## src/rtl/iter_div_fsm.sv

```systemverilog
// rtl/iter_div_fsm.sv - control FSM of an iterative restoring divider; optional FSM_STATE_DBG_EN exposes state_dbg
module iter_div_fsm (
    input  logic       clk,
    input  logic       reset,
    input  logic       E,
    input  logic       cout,
    input  logic       zC,
    output logic       LAB,
    output logic       EA,
    output logic       EC,
    output logic       sclrC,
    output logic       sclrR,
    output logic       LR,
    output logic       ER,
`ifdef FSM_STATE_DBG_EN
    output logic [1:0] state_dbg,
`endif
    output logic       done
);

    typedef enum logic [1:0] {
        S1    = 2'b00,
        S2    = 2'b01,
        S3    = 2'b10,
        S_ILL = 2'b11
    } state_t;

    state_t state_q;
    state_t state_d;

    always_ff @(posedge clk) begin
        if (reset) begin
            state_q <= S1;
        end else begin
            state_q <= state_d;
        end
    end

    // Mealy outputs: S1 loads operands the same cycle E rises, S2 picks LR from cout.
    always_comb begin
        state_d = S1;
        LAB     = 1'b0;
        EA      = 1'b0;
        EC      = 1'b0;
        sclrC   = 1'b0;
        sclrR   = 1'b0;
        LR      = 1'b0;
        ER      = 1'b0;
        done    = 1'b0;
        case (state_q)
            S1: begin
                ER      = 1'b1;
                sclrR   = 1'b1;
                EC      = 1'b1;
                sclrC   = 1'b1;
                LAB     = E;
                EA      = E;
                state_d = E ? S2 : S1;
            end
            S2: begin
                ER      = 1'b1;
                EA      = 1'b1;
                EC      = 1'b1;
                LR      = cout;
                state_d = zC ? S3 : S2;
            end
            S3: begin
                done    = 1'b1;
                state_d = E ? S3 : S1;
            end
            default: begin
                state_d = S1;
            end
        endcase
    end

`ifdef FSM_STATE_DBG_EN
    assign state_dbg = state_q;

    always_ff @(posedge clk) begin
        if (!reset) begin
            assert (state_q != S_ILL)
                else $error("iter_div_fsm: illegal state 2'b11");
        end
    end
`endif

endmodule

```

## config.mk

```make
export PLATFORM = sky130hd
export DESIGN_NAME = iter_div_fsm
export DESIGN_NICKNAME = d
export VERILOG_FILES = /design/src/rtl/iter_div_fsm.sv
export SDC_FILE = /design/constraint.sdc
export NUM_CORES = 1
export LEC_CHECK = 0
export ABC_AREA = 1
export CAP_MARGIN = 25
export CORE_AREA = 2 2 39 41
export CTS_CLUSTER_SIZE = 8
export DETAILED_ROUTE_END_ITERATION = 6
export DIE_AREA = 0 0 41 43
export DONT_BUFFER_PORTS = 1
export PLACE_DENSITY = 0.3
export SLEW_MARGIN = 20
export SYNTH_ARGS = -nofsm -noshare
export SYNTH_HDL_FRONTEND = slang
export SYNTH_SLANG_ARGS = --single-unit
```

## constraint.sdc

```tcl
create_clock -name clk -period 1.15 [get_ports clk]
set_input_delay 0.23 -clock clk [delete_from_list [all_inputs] [get_ports clk]]
set_output_delay 0.23 -clock clk [all_outputs]
set_load 0.01 [all_outputs]
```

==> key figures <==
Power and ir drop
  • PwrDens: 1610 mW/mm^2
  • Max IR drop VDD: 195 uV
  • Power, Total: 0.280 mW
  • Leakage: 0.0762 nW

Placement
  • Routability Congestion: 0.534
  • Pre-CTS setup slack: 134 ps
  • Number of I/O port buffers: 0

Route
  • Post-route ant nets: 0
  • Routed WL: 293 um
  • Vias: 122
  • Drt drc: 0
  • Wire length per cell: 8.14 um
  • Pre-antenna DRT Iters: 2
  • Vias per cell: 3.39
  • Initial DRC Count: 2

Clock tree
  • CTS tree: yes
  • Clk pin slew, worst setup/hold paths: 30 ps
  • Clk sinks: 2
  • Longest Clk Path Bufs: 2
  • H-tree Lvls: 1
  • Setup bufs post-CTS: 0
  • Total CTS buffers: 3
  • Post-cts hold buffer count: 0
  • Clk root buf: clkbuf_4
  • Clock latency on the worst-skew pair: 220 ps

Final layout
  • Register area: roughly 43 um^2
  • Most frequent cells in the layout: inv_1 (3), clkbuf_4 (3), nor2_2 (2), nand3_1 (2), dfxtp_2 (2)
  • Area occupied by multi-input gates: 66.3 um^2
  • Ant. Diodes: 0
  • Largest regs: state_q x2
  • Area growth syn-to-layout: 41.8%
  • Number of flip-flops in the largest register: 2
  • Fraction of layout cells with a size suffix above 1: 0.650
  • Fillers: 162
  • Final net count: 27
  • Most flops, register: state_q

STA
  • Slew Limit Headroom: 0.835
  • Final worst-path cycle share: 0.946
  • Final Setup Violations: 0
  • Final clock skew: around 1.9 ps
  • Slew of the pin with the lowest slew margin: approximately 250 ps
  • Final min period: 1090 ps
  • RSZ-0062 raised after global routing: no
  • Slew Viols, Final: 0
  • Hold Violations, Final: 0
  • WHS: 65.7 ps
  • FMAX: around 0.9 GHz
  • PnR worst setup slack: 61.6 ps

Global routing
  • Vias in the first global route: 91
  • GRT Util Overall: 0.0380
  • Antenna violations before repair: 0
  • Global-route wire length before repair: 351 um
  • Largest net degree at the start of global routing: 9
  • Gr ovfl total: 0

Synthesis
  • Synthesized area: 123 um^2
  • Syn Area/Cell: 6.81 um^2
  • Synth Register Bits: 2
  • Synth warnings: 0
  • Seq/Total Area, Yosys: 0.327
  • Synthesized instance count: 18
  • Syn Nets: 23
  • Cell variety after synth: 10

Setup path
  • Reg2reg start: state_q[1]
  • Worst path required time: about 920 ps
  • Crit path from: state_q[1]
  • CP endpoint kind: output port
  • Critical Path Source Type: register
  • Crit path kind: reg2out
  • Worst Path Arrival: roughly 860 ps
  • Critical path peak fanout: 5

Floorplan
  • Initial Utilization: 0.0886
  • Core Area: 0.00138 mm^2
  • Die area: 0.00176 mm^2
  • DIE WIDTH: 41 um
  • Row count: 14
  • I/O pins: 13
  • Die Ht: roughly 43 um

Hold path
  • Tightest Hold Check Type: in2reg
  • Hold path startpoint: reset

Job
  • Max-cap violations: 0

Run status
  • Status: complete, no violations
cells by family (layout without fill, tap and decap cells):
group	count (synthesis)	in the layout	synth area share
and+or+nand+nor	7	7	0.275
buffers and inverters	6	8	0.245
AOI/OAI and AO/OA	3	3	0.153
DFF	2	2	0.327
Yosys cell counts:
master | instances | area, um^2
nor2_1 | 3 | 11.3
nand3_1 | 2 | 10.0
a21o_2 | 1 | 8.76
nor3_1 | 1 | 5.00
a21oi_1 | 1 | 5.00
dfxtp_1 | 2 | 40.0
o21ai_0 | 1 | 5.00
buf_4 | 2 | 15.0
and3_2 | 1 | 7.51
inv_1 | 4 | 15.0
metrics by stage:
step                TNS (ps)  cell area, um^2  cells  utilization
floorplan                  0              123     18            -
global placement           0              135     33       0.0976
detailed placement         0              135     33       0.0976
CTS                     -121              158     36        0.114
global route               0              174     36        0.126
finish                     0              174     36        0.126
per-layer routing:
layer / global-route usage / up-vias / share of wire
met1: 0.0318 / 49 / 0.37
met4: 0.0600 / 0 / 0.058
met2: 0.0406 / 12 / 0.41
met5: 0 / - / 0
met3: 0.0314 / 2 / 0.16
li1: - / 59 / -
area by class of cell:
| type | count | area share |
|---|---|---|
| clock buffers | 3 | 0.129 |
| inverters | 4 | 0.0863 |
| multi-input cells | 10 | 0.381 |
| flip-flops and latches | 2 | 0.245 |
| well taps | 16 | 0.115 |
| repair buffers | 1 | 0.0432 |
path summary, 6_finish.rpt:
check	cells past startpoint	end	slack, ps
setup / recovery	2	LR	60
hold / removal	1	state_q[1]	70
setup reg to reg	3	state_q[1]	450
hold reg to reg	2	state_q[1]	510
what timing repair did:
| action | CTS | global route |
|---|---|---|
| resized for setup | 1 | 7 |
| endpoints found under the setup margin | 4 | 6 |
| hold endpoints to repair | 0 | 0 |
| pin swaps | 0 | 1 |
where the power goes:
group	internal [mW]	switching, mW	total [mW]
combinational	0.0156	0.0263	0.0419
sequential	0.0761	0.0102	0.0862
clock	0.115	0.0372	0.152
total	0.206	0.0736	0.280
worst max-delay path: stages (launching register included):
cell and delay (ps):
dfxtp_2 330, inv_2 100, and3_2 210
No activity file was read; power rests on OpenSTA's default activity.
